==> config.mk <==
export PLATFORM = sky130hd
export DESIGN_NAME = mem_port_arbiter
export DESIGN_NICKNAME = d
export VERILOG_FILES = /design/src/rtl/mem_port_arbiter.sv
export SDC_FILE = /design/constraint.sdc
export NUM_CORES = 1
export LEC_CHECK = 0
export CORE_MARGIN = 4
export CORE_UTILIZATION = 38
export CTS_CLUSTER_DIAMETER = 150
export DETAILED_ROUTE_END_ITERATION = 7
export PLACE_DENSITY = 0.89
export SYNTH_ARGS = -nofsm -noshare
export SYNTH_HDL_FRONTEND = slang
export SYNTH_SLANG_ARGS = --single-unit
export TNS_END_PERCENT = 5
==> constraint.sdc <==
create_clock -name clk -period 2.05 [get_ports clk]
set_input_delay 0.41 -clock clk [delete_from_list [all_inputs] [get_ports clk]]
set_output_delay 0.41 -clock clk [all_outputs]
set_load 0.005 [all_outputs]
==> src/rtl/mem_port_arbiter.sv <==
// mem_port_arbiter
//   Shares one single-port synchronous memory (2**AW x DW) between the CPU
//   and a host loader port. Each access takes three cycles:
//   IDLE (arbitrate and latch), GRANT (memory strobe), DONE (read data back).
//
//   Arbitration in IDLE, first match wins:
//     single requester wins; halt -> host; host starved (wait_cnt >= MAX_WAIT)
//     -> host; otherwise the CPU.
//   Build option ARB_ROUND_ROBIN_EN: on contention the requester not granted
//   last wins (the CPU wins the first tie); halt still forces the host.
//
// Ports
//   clk, rst                      clock, asynchronous active-high reset
//   halt                          CPU halted, host gets priority
//   cpu_req/we/addr/wdata         CPU request, held until cpu_gnt
//   cpu_gnt, cpu_rvalid           CPU grant pulse, CPU read data valid
//   host_req/we/addr/wdata        host request, same rules as the CPU
//   host_gnt, host_rvalid         host grant pulse, host read data valid
//   rdata                         read data (mem_rdata), qualified by *_rvalid
//   mem_en/we/addr/wdata          memory strobe, write enable, address, data
//   mem_rdata                     memory read data, valid the cycle after mem_en
//   busy                          access in progress
module mem_port_arbiter #(
    parameter int AW       = 5,
    parameter int DW       = 8,
    parameter int MAX_WAIT = 4
) (
    input  logic          clk,
    input  logic          rst,
    input  logic          halt,
    input  logic          cpu_req,
    input  logic          cpu_we,
    input  logic [AW-1:0] cpu_addr,
    input  logic [DW-1:0] cpu_wdata,
    output logic          cpu_gnt,
    output logic          cpu_rvalid,
    input  logic          host_req,
    input  logic          host_we,
    input  logic [AW-1:0] host_addr,
    input  logic [DW-1:0] host_wdata,
    output logic          host_gnt,
    output logic          host_rvalid,
    output logic [DW-1:0] rdata,
    output logic          mem_en,
    output logic          mem_we,
    output logic [AW-1:0] mem_addr,
    output logic [DW-1:0] mem_wdata,
    input  logic [DW-1:0] mem_rdata,
    output logic          busy
);

    typedef enum logic [1:0] {IDLE, GRANT, DONE} state_t;

    state_t  state, state_nxt;
    logic    owner_host;   // 0 = CPU owns the access, 1 = host
    logic    we_lat;
    logic    host_wins;
    logic    any_req;

    assign any_req = cpu_req | host_req;

`ifdef ARB_ROUND_ROBIN_EN
    // Last requester granted; starts as host so the CPU wins the first tie.
    logic last_host;

    always_comb begin
        host_wins = 1'b0;
        if (host_req && !cpu_req)
            host_wins = 1'b1;
        else if (host_req && cpu_req)
            host_wins = halt ? 1'b1 : !last_host;
    end

    always_ff @(posedge clk or posedge rst) begin
        if (rst)
            last_host <= 1'b1;
        else if (state == IDLE && any_req)
            last_host <= host_wins;
    end
`else
    logic [3:0] wait_cnt;   // consecutive host losses to the CPU

    always_comb begin
        host_wins = 1'b0;
        if (host_req && !cpu_req)
            host_wins = 1'b1;
        else if (host_req && cpu_req)
            host_wins = halt || (wait_cnt >= 4'(MAX_WAIT));
    end

    always_ff @(posedge clk or posedge rst) begin
        if (rst) begin
            wait_cnt <= 4'd0;
        end else if (state == IDLE && any_req) begin
            if (host_wins)
                wait_cnt <= 4'd0;
            else if (host_req && wait_cnt != 4'd15)
                wait_cnt <= wait_cnt + 4'd1;
        end
    end
`endif

    // State register
    always_ff @(posedge clk or posedge rst) begin
        if (rst)
            state <= IDLE;
        else
            state <= state_nxt;
    end

    // Next state and outputs
    always_comb begin
        state_nxt   = state;
        mem_en      = 1'b0;
        mem_we      = 1'b0;
        cpu_gnt     = 1'b0;
        host_gnt    = 1'b0;
        cpu_rvalid  = 1'b0;
        host_rvalid = 1'b0;
        case (state)
            IDLE: begin
                if (any_req)
                    state_nxt = GRANT;
            end
            GRANT: begin
                mem_en    = 1'b1;
                mem_we    = we_lat;
                cpu_gnt   = !owner_host;
                host_gnt  = owner_host;
                state_nxt = DONE;
            end
            DONE: begin
                cpu_rvalid  = !we_lat && !owner_host;
                host_rvalid = !we_lat && owner_host;
                state_nxt   = IDLE;
            end
            default: state_nxt = IDLE;
        endcase
    end

    // Winner's request is captured once in IDLE so that halt or request
    // changes during GRANT/DONE cannot disturb the access in progress.
    always_ff @(posedge clk or posedge rst) begin
        if (rst) begin
            owner_host <= 1'b0;
            we_lat     <= 1'b0;
            mem_addr   <= '0;
            mem_wdata  <= '0;
        end else if (state == IDLE && any_req) begin
            owner_host <= host_wins;
            we_lat     <= host_wins ? host_we    : cpu_we;
            mem_addr   <= host_wins ? host_addr  : cpu_addr;
            mem_wdata  <= host_wins ? host_wdata : cpu_wdata;
        end
    end

    assign rdata = mem_rdata;
    assign busy  = (state != IDLE);

endmodule

==> results of run 1 <==
per-stage QoR:
step           instance area [sq um]  total power [W]  hold WS [ns]
6_report                        1770          0.00220         0.407
5_1_grt                         1770          0.00236         0.432
4_1_cts                         1750          0.00219         0.423
3_5_place_dp                    1710          0.00196         0.468
3_3_place_gp                    1710          0.00188         0.467
2_1_floorplan                   1210          0.00138         0.387
layout by cell type (no fill, tap or decap), drive strengths merged:
cell type / instances
buf: 9
nor4b: 1
a22o: 2
clkdlybuf4s50: 50
inv: 17
nor4bb: 1
or3b: 1
dfrtp: 21
nand4: 14
nor2b: 3
ha: 1
a31oi: 1
mux2: 1
nor2: 2
clkbuf: 3
and2: 4
o221ai: 14
nand3: 14
or4b: 1
nand2: 1
dlymetal6s2s: 2
a21oi: 1
or2: 1
clkinv: 1
worst min-delay path, cell delays in order:
cell	delay, ns
clkdlybuf4s50_1	0.39
inv_1	0.06
buf_4	0.27
cell type report:
cell class,count,area [sq um]
sequential,21,527
clock buffer,3,22.5
inverter,17,63.8
tap,44,55.1
clock inverter,1,5.00
fill,253,1280
multi-input combinational,63,504
timing repair buffer,61,593
cells by family after synthesis:
| family | count (synthesis) |
|---|---|
| muxes | 1 |
| and+or+nand+nor | 43 |
| buffers and inverters | 37 |
| DFF | 21 |
| AOI/OAI and AO/OA | 18 |
| adders and majority gates | 1 |
where the power goes:
| group | switching (W) | internal, W |
|---|---|---|
| registers | 0.000143 | 0.000603 |
| clock network | 0.000139 | 0.0000733 |
| logic | 0.000545 | 0.000701 |
| total | 0.000827 | 0.00138 |
worst max-delay path by stage:
stage / from / end / slack, ns / cells after the start
final: state[0] / busy / 0.05 / 4
after global routing: state[0] / busy / -0.02 / 4
after CTS: state[1] / cpu_gnt / 0.01 / 3
after detailed placement: host_req / mem_addr[4] / 0.02 / 5
after global placement: halt / owner_host / 0.11 / 4
after floorplan: halt / mem_addr[0] / 0.39 / 6
state kept, by name (all words and copies together), names as in the netlist:
register and flops:
mem_wdata 8, state 2, we_lat 1, mem_addr 5, wait_cnt 4, owner_host 1
cell usage after synthesis (2+ instances only):
| library cell | instances |
|---|---|
| nand3_1 | 14 |
| nor2b_1 | 3 |
| buf_6 | 2 |
| nand4_1 | 14 |
| o221ai_1 | 5 |
| nor2_1 | 2 |
| o221ai_2 | 9 |
| clkbuf_1 | 7 |
| buf_4 | 9 |
| buf_2 | 2 |
| dfrtp_1 | 21 |
| and2_1 | 3 |
| inv_1 | 17 |
| a22o_1 | 2 |
layer usage:
metal | vias to the layer above | track usage
li1 | 519 | -
met1 | 539 | 0.223
met2 | 77 | 0.299
met3 | 19 | 0.0399
met4 | 0 | 0.132
met5 | - | 0
repair_timing:
action	CTS	global route
endpoints found under the setup margin	3	5
pin swaps	0	1
hold endpoints to repair	0	0
resized for setup	2	3
hold buffers	0	0
setup buffers	1	1
==> impl_metrics.ini, run 1 <==
[status]
status = finished clean

[timing]
tightest_slew_ns = 0.638
finalCriticalPeriod_ns = 2.00
relSlewSlack = 0.574
tns_ns = 0
min_period_over_period = 0.977
slew_viol_final = 0
final_hold_viol_count = 0
setup_slack_ns = 0.0481
finalClockSkew_ns = 0.00481
setup-violations-final = 0
rsz0062_at_grt = true
fmax_ghz = 0.500

[synthesis]
yosys-mux-area-fraction = 0.00931
yosys.area_share.simple = 0.214
syn-num-nets = 163
yosys_warnings = 0
synth-seq-cells = 21
synth_xor_area_frac = 0
synthArstFlopShare = 1.00
yosysTopAreaCellShare = 0.434
syn-instance-count = 121
synth_ff_type = dfrtp_1
synth_fa_ha_area_frac = 0.0103
synth_area_sq_mm = 0.00121
synth_area_leaders = dfrtp_1 43%, o221ai_2 11%, nand4_1 7.2%
ys_types = 25
yosysTopAreaCell = dfrtp_1
synth_top_family_by_area = simple AND/OR/NAND/NOR gates
avgSynthCellArea_sq_um = 10.0
synth_compound_area_frac = 0.175
synth-edff-count = 0
ys_seq_area_frac = 0.434

[global_route]
grt_max_degree = 26
grt_pass1_wl_um = 6030
grt_pass1_vias = 1194
antenna_found_initial = 0
grt.total_usage = 0.187
grt-ovfl-total = 0

[cts]
clock_path_buffers = 2
root_buffer = clkbuf_4
insertion_delay_ns = 0.32
cts_sinks = 21
cts_tree = yes
cts_made_buffers = 3
ctsHtreeMaxLevel = 1
clk_pin_slew_ns = 0.12

[final_layout]
area_delta_synth_final_pct = 46.3
final_nets = 209
drive_gt1_frac = 0.181
finalCoreUtilization = 0.580
diodes = 0
fin_cells = 210

[setup_path]
endpoint_kind = primary output
crit_buf_inv = 3
worst-r2r-setup-slack_ns = 0.33
crit_chain = buf_4 -> nor2_2 -> inv_1 -> clkdlybuf4s50_1
required_ns = 1.64
arrival_ns = 1.59
r2r-start = state[0]
cp_slowest_cell = clkdlybuf4s50_1
regToRegEndpoint = mem_addr[4]
cp_top_family = buffers and inverters
cp_max_fo = 4
reg2reg_depth = 5
start_kind = flip-flop
critPathMaxStageDelay_ns = 0.45
crit_type = reg -> out

[drt]
drt.antenna.violating_nets = 0
route.detailed.drc = 0
wl_met3_um = 314
drt_pre_antenna_iters = 4
met1_length_um = 1340
wl_met2_um = 1770
dr_total_vias = 1154
via_per_inst = 5.50
wire_per_inst_um = 17.2
highest_layer = met4
drtIter0Drc = 71
wl_um = 3610

[floorplan]
die_h_um = 64.4
die_w_um = 64.4
io_pins = 69
die_area_sq_mm = 0.00415
initial_core_util = 0.396
rows = 20
fp.coreArea_sq_mm = 0.00305

[pwr]
irDropWorstVdd_uv = 464
p_per_area_mw_per_mm2 = 1240
p_leak_nw = 0.769

[placed_design]
io_buffer_count = 52
place_congestion = 0.801
place_ws_ns = 0.0166
dp_hpwl_um = 2730
place_inst = 204

[worst_hold_path]
holdCritPathClass = in -> async

[flow_run]
cap_violations = 0
Power figures use the tool's default switching activity.
==> run 2: changes to the inputs <==
--- a/config.mk
+++ b/config.mk
@@ -13,4 +13,4 @@
 export SYNTH_ARGS = -nofsm -noshare
 export SYNTH_HDL_FRONTEND = slang
 export SYNTH_SLANG_ARGS = --single-unit
-export TNS_END_PERCENT = 5
+export TNS_END_PERCENT = 50
==> results of run 2 <==
Same layout as run 1: the final DEF is identical, and so are final timing and power.
==> variant 1 (settings of run 2) <==
Re-encode `state_t` (3 states) as one-hot, 3 bits wide.
--- a/src/rtl/mem_port_arbiter.sv
+++ b/src/rtl/mem_port_arbiter.sv
@@ -49,7 +49,7 @@
     output logic          busy
 );
 
-    typedef enum logic [1:0] {IDLE, GRANT, DONE} state_t;
+    typedef enum logic [2:0] {IDLE = 3'b001, GRANT = 3'b010, DONE = 3'b100} state_t;
 
     state_t  state, state_nxt;
     logic    owner_host;   // 0 = CPU owns the access, 1 = host
Function: no difference found for any inputs over 10 cycles, from zero or initial values and one cycle with rst high; not proved beyond that.
==> variant 1 against run 2 <==
  * Synthesized area shrank 0.62%
  * Routed wire length is 2.5% lower
  * Sequential cell count is 1 higher
  * Sequential share of layout area increased by 1.3 points
  * Worst setup slack improved by 0.20 ns
  * Die area shrank 0.54%
  * Core utilization increased by 0.81 points
  * Total power shrank 4.8%
  * Via count decreased by 0.17%
  * Critical path depth shrank 1
  * Cell area rose by 0.57%
  * Clock skew is 0.0040 ns lower
  * Largest cell class unchanged
  * Final cell count increased by 1.9%
==> variant 1: results (changes against run 2) <==
clock_network:
  cts-htree-levels: 1  # unchanged
  root_buffer: "clkbuf_4"  # unchanged
  clk_latency_ns: 0.31
  clk_pin_slew_worst_paths_ns: 0.12  # about the same
  cts_buffer_depth: 2  # unchanged
  numCtsBuffers: 3  # unchanged
layout:
  drive_gt1_share_pct: 11.76  # was 18.07%
  top_regs: "mem_wdata x8, mem_addr x5, wait_cnt x4"  # unchanged
  n_antenna_cell: 0  # unchanged
  fin_nets: 213  # was 209
detailed_routing:
  wirelength_mm: 3.515  # was 3.606 mm
  first_pass_iters: 4  # unchanged
  num_vias: 1152  # was 1,154
  drtIter0Drc: 39  # was 71
worst_setup_path:
  crit_path_max_fanout: 5  # was 4
  arrival_ns: 1.40  # was 1.59 ns
synth:
  synth_area_leaders: "dfrtp_1 (44%), a31oi_1 (7.8%), a21oi_1 (5.8%), nand3_1 (5.8%), o21ai_0 (5.8%)"  # was dfrtp_1 (43%), o221ai_2 (11%), nand4_1 (7.2%), nand3_1 (5.8%), buf_4 (5.6%)
  synthArstFlopShare_pct: 100.0  # unchanged
  ys_seq_area_share_pct: 45.89  # was 43.43%
  synth_cell_types: 27  # was 25
  synthTopCellsByCount: "dfrtp_1 (21), a31oi_1 (15), a21oi_1 (14), nand3_1 (14), o21ai_0 (14)"  # was dfrtp_1 (21), inv_1 (17), nand3_1 (14), nand4_1 (14)
  synth_fp_nets: 168  # was 163
  ys_warn_count: 0  # unchanged
min_path:
  hold_class: "in -> async"  # unchanged
placement:
  dp_slack_ns: 0.06606  # was 0.01655 ns
  place.gp.congestion: 0.7667  # was 0.8008
  numPortBuffers: 52  # unchanged
  dp.final_hpwl_mm: 2.579  # was 2.728 mm
grt:
  grt_pass1_wl_mm: 5.823  # was 6.030 mm
  grt_max_degree: 20  # was 26
  first_global_vias: 1222  # was 1,194
  grt_use_total_pct: 18.11  # was 18.73%
  antenna_found_initial: 0  # unchanged
power_and_ir_drop:
  power_leakage_nw: 0.7669  # was 0.7691 nW
  vdd_drop_max_mv: 0.5362  # was 0.4637 mV
status:
  status: "finished, final reports clean"  # unchanged
timing:
  fin_worst_skew_ns: 0.0007807  # was 0.004805 ns
  tightest_slew_ns: 0.4616  # was 0.6384 ns
-- variant 1: cell count changes in the layout (fill, tap and decap cells not counted), sizes merged, moves of 2 or more --
cell           before  now
o221ai             14    0
a21oi               1   14
nor3b               0    3
o21ai               0   14
a22o                2    0
clkdlybuf4s50      50   45
nor4                0    2
nand4              14    0
inv                17    4
nor2b               3    0
a31oi               1   16
dlygate4sd2         0    4
-- variant 1: per-stage QoR --
stage | utilization, % | cell area [sq um] | cells | power [mW]
6_report | 58.80 | 1780 | 214 | 2.098
5_1_grt | 58.80 | 1780 | 214 | 2.247
2_1_floorplan | - | 1202 | 126 | 1.246
4_1_cts | 58.31 | 1765 | 214 | 2.097
3_5_place_dp | 55.83 | 1690 | 208 | 1.733
3_3_place_gp | 55.83 | 1690 | 208 | 1.674
-- variant 1: worst max-delay path, cell delays in order, from the launching register on --
cell and delay, ns:
dfrtp_1 0.43, nor3b_4 0.27, and2_1 0.16, dlygate4sd2_1 0.23
-- variant 1: cell type report --
cell class	instances	area, sq um
Multi-Input combinational cell	80	521.8
Inverter	4	15.01
Fill cell	268	1247
Timing Repair Buffer	60	583.1
Clock buffer	3	22.52
Tap cell	44	55.05
Clock inverter	1	30.03
Sequential cell	22	553.0
-- variant 1: timing repair --
action	4_1_cts	5_1_grt
setup endpoints to repair	5	9
pin swaps	3	0
buffers inserted	2	0
hold buffers	0	0
gates resized for setup	7	5
-- variant 1: cells by family after synthesis --
logic type,share of synthesized area [%]
AO/OA/AOI/OAI,22.58
AND/OR/NAND/NOR,16.86
flip-flops,45.89
multiplexers,0.9365
buffers and inverters,12.69
adder cells (fa/ha/maj),1.040
-- variant 1: power breakdown --
part           internal [mW]  switching [mW]
logic                  0.554           0.431
registers              0.636           0.146
clock network          0.198           0.134
total                   1.39           0.711
-- variant 1: per-layer routing --
metal / track usage, % / part of all wire [%] / up-vias / wire, microns
met1: 21.21 / 40 / 554 / 1422
li1: - / - / 536 / -
met3: 5.097 / 7.3 / 2 / 258
met5: 0 / 0 / - / 0
met2: 31.83 / 52 / 60 / 1811
met4: 5.541 / 0.63 / 0 / 22
-- variant 1: final timing paths --
path	start	end	slack (ns)	cells past startpoint
max in group asynchronous	rst	mem_wdata[3]$_DFFE_PP0P_	1.13	3
min	rst	state[1]$_DFFE_PP0P_	0.40	2
max reg2reg	state[0]$_DFFE_PP1P_	owner_host$_DFFE_PP0P_	0.33	4
max	state[1]$_DFFE_PP0P_	mem_we	0.24	3
min reg2reg	wait_cnt[1]$_DFFE_PP0P_	wait_cnt[1]$_DFFE_PP0P_	0.57	1
min in group clk	wait_cnt[1]$_DFFE_PP0P_	wait_cnt[1]$_DFFE_PP0P_	0.57	1
==> variant 2 (config.mk and constraints of run 2) <==
Made on the original files. The option `ARB_ROUND_ROBIN_EN` is turned on by a define.
--- a/src/rtl/mem_port_arbiter.sv
+++ b/src/rtl/mem_port_arbiter.sv
@@ -20,6 +20,8 @@
 //   mem_en/we/addr/wdata          memory strobe, write enable, address, data
 //   mem_rdata                     memory read data, valid the cycle after mem_en
 //   busy                          access in progress
+`define ARB_ROUND_ROBIN_EN
+
 module mem_port_arbiter #(
     parameter int AW       = 5,
     parameter int DW       = 8,
Check against the original RTL: not equivalent (a bounded check fails within 10 cycles, from zero or initial values and one cycle with rst high).
==> variant 2 against run 2 <==
  * Worst setup slack improved by 0.0019 ns
  * Final cell count shrank 13%
  * Non-clock buffer count fell by 3
  * Cell area fell by 8.5%
  * Total power fell by 3.6%
  * Synthesized area fell by 10%
  * Routed wire length fell by 13%
  * Sequential cell count shrank 3
  * Largest power group unchanged
==> variant 2: results (changes against run 2) <==
detailed_routing:
  drtIter0Drc: 50  # was 71
  met3WireLength_microns: 163  # was 314 microns
  wl_per_cell_microns: 17.24  # was 17.17 microns
  viasPerCell: 5.639  # was 5.495
  wl_met2_mm: 1.758  # was 1.774 mm
  num_vias: 1032  # was 1,154
  met1_length_mm: 1.127  # was 1.336 mm
clock_network:
  clk_latency_ns: 0.30  # was 0.32 ns
  post-cts-setup-buffers: 0  # was 1
synth:
  avgSynthCellArea_sq_um: 9.987  # was 9.999 sq um
  synth_area_leaders: "dfrtp_1 (39%), o221ai_2 (12%), nand4_1 (8.0%), nand3_1 (6.4%), buf_4 (5.5%)"  # was dfrtp_1 (43%), o221ai_2 (11%), nand4_1 (7.2%), nand3_1 (5.8%), buf_4 (5.6%)
  synth-compound-area-share_pct: 16.44  # was 17.48%
  synth_cell_types: 20  # was 25
  synthAdderAreaFrac_pct: 0  # was 1.034%
  synth_fp_nets: 150  # was 163
  synthTopCellsByCount: "dfrtp_1 (17), inv_1 (16), nand3_1 (14), nand4_1 (14), o221ai_2 (9)"  # was dfrtp_1 (21), inv_1 (17), nand3_1 (14), nand4_1 (14)
  ys_seq_area_share_pct: 41.49  # was 43.43%
grt:
  grt_pass1_wl_mm: 4.850  # was 6.030 mm
  grt_use_total_pct: 17.40  # was 18.73%
  grt_max_degree: 21  # was 26
  first_global_vias: 1071  # was 1,194
worst_setup_path:
  crit_path_max_fanout: 5  # was 4
  cp-endpoint: "host_rvalid"  # was busy
  r2r-end: "owner_host$_DFFE_PP0P_"  # was mem_addr[4]$_DFFE_PP0P_
  slowest_delay_ns: 0.55  # was 0.45 ns
  r2r_slack_ns: 0.47  # was 0.33 ns
  startpoint: "state[1]$_DFFE_PP0P_"  # was state[0]$_DFFE_PP0P_
  ff2ff_path_depth: 4  # was 5
layout:
  top_regs: "mem_wdata x8, mem_addr x5, state x2"  # was mem_wdata x8, mem_addr x5, wait_cnt x4
  drive_gt1_share_pct: 17.11  # was 18.07%
power_and_ir_drop:
  power_leakage_nw: 0.7031  # was 0.7691 nW
timing:
  hold_slack_ns: 0.4998  # was 0.4068 ns
  tightest_slew_ns: 0.6890  # was 0.6384 ns
  period_minus_slack_ns: 2.000  # was 2.002 ns
  fin_worst_skew_ns: 0.0005057  # was 0.004805 ns
placement:
  dp.cells: 179  # was 204
  place.gp.congestion: 0.8497  # was 0.8008
  dp.final_hpwl_mm: 2.447  # was 2.728 mm
  dp_slack_ns: 0.1220  # was 0.01655 ns
status:
  status: "finished, final reports clean"  # unchanged
## variant 2: stage by stage
step                util (%)  cell area, sq um
floorplan                  -              1089
global placement       56.85              1568
detailed placement     56.85              1568
CTS                    58.17              1604
global route           58.76              1620
finish                 58.76              1620
## variant 2: where the power goes
part           leakage (nW)  total, mW  internal (mW)  switching, mW
clock network        0.0210      0.228          0.108          0.119
logic                 0.466       1.22          0.698          0.524
registers             0.216      0.675          0.544          0.131
## variant 2: layer usage
metal | vias to the layer above | track usage [%]
met3 | 10 | 2.935
met4 | 0 | 10.00
li1 | 474 | -
met2 | 48 | 29.90
met5 | - | 0
met1 | 500 | 20.23
## variant 2: layout make-up
class	instances	share of cell area (%)
flip-flops and latches	18	27.95
inverters	16	3.707
well taps	31	2.394
multi-input cells	56	28.34
clock buffers	4	2.239
repair buffers	58	35.37
## variant 2: critical path: cells and delay by family, from the launching register on
family                 cells  cell delay, ns
buffers and inverters      1            0.55
DFF                        1            0.44
and+or+nand+nor            1            0.30
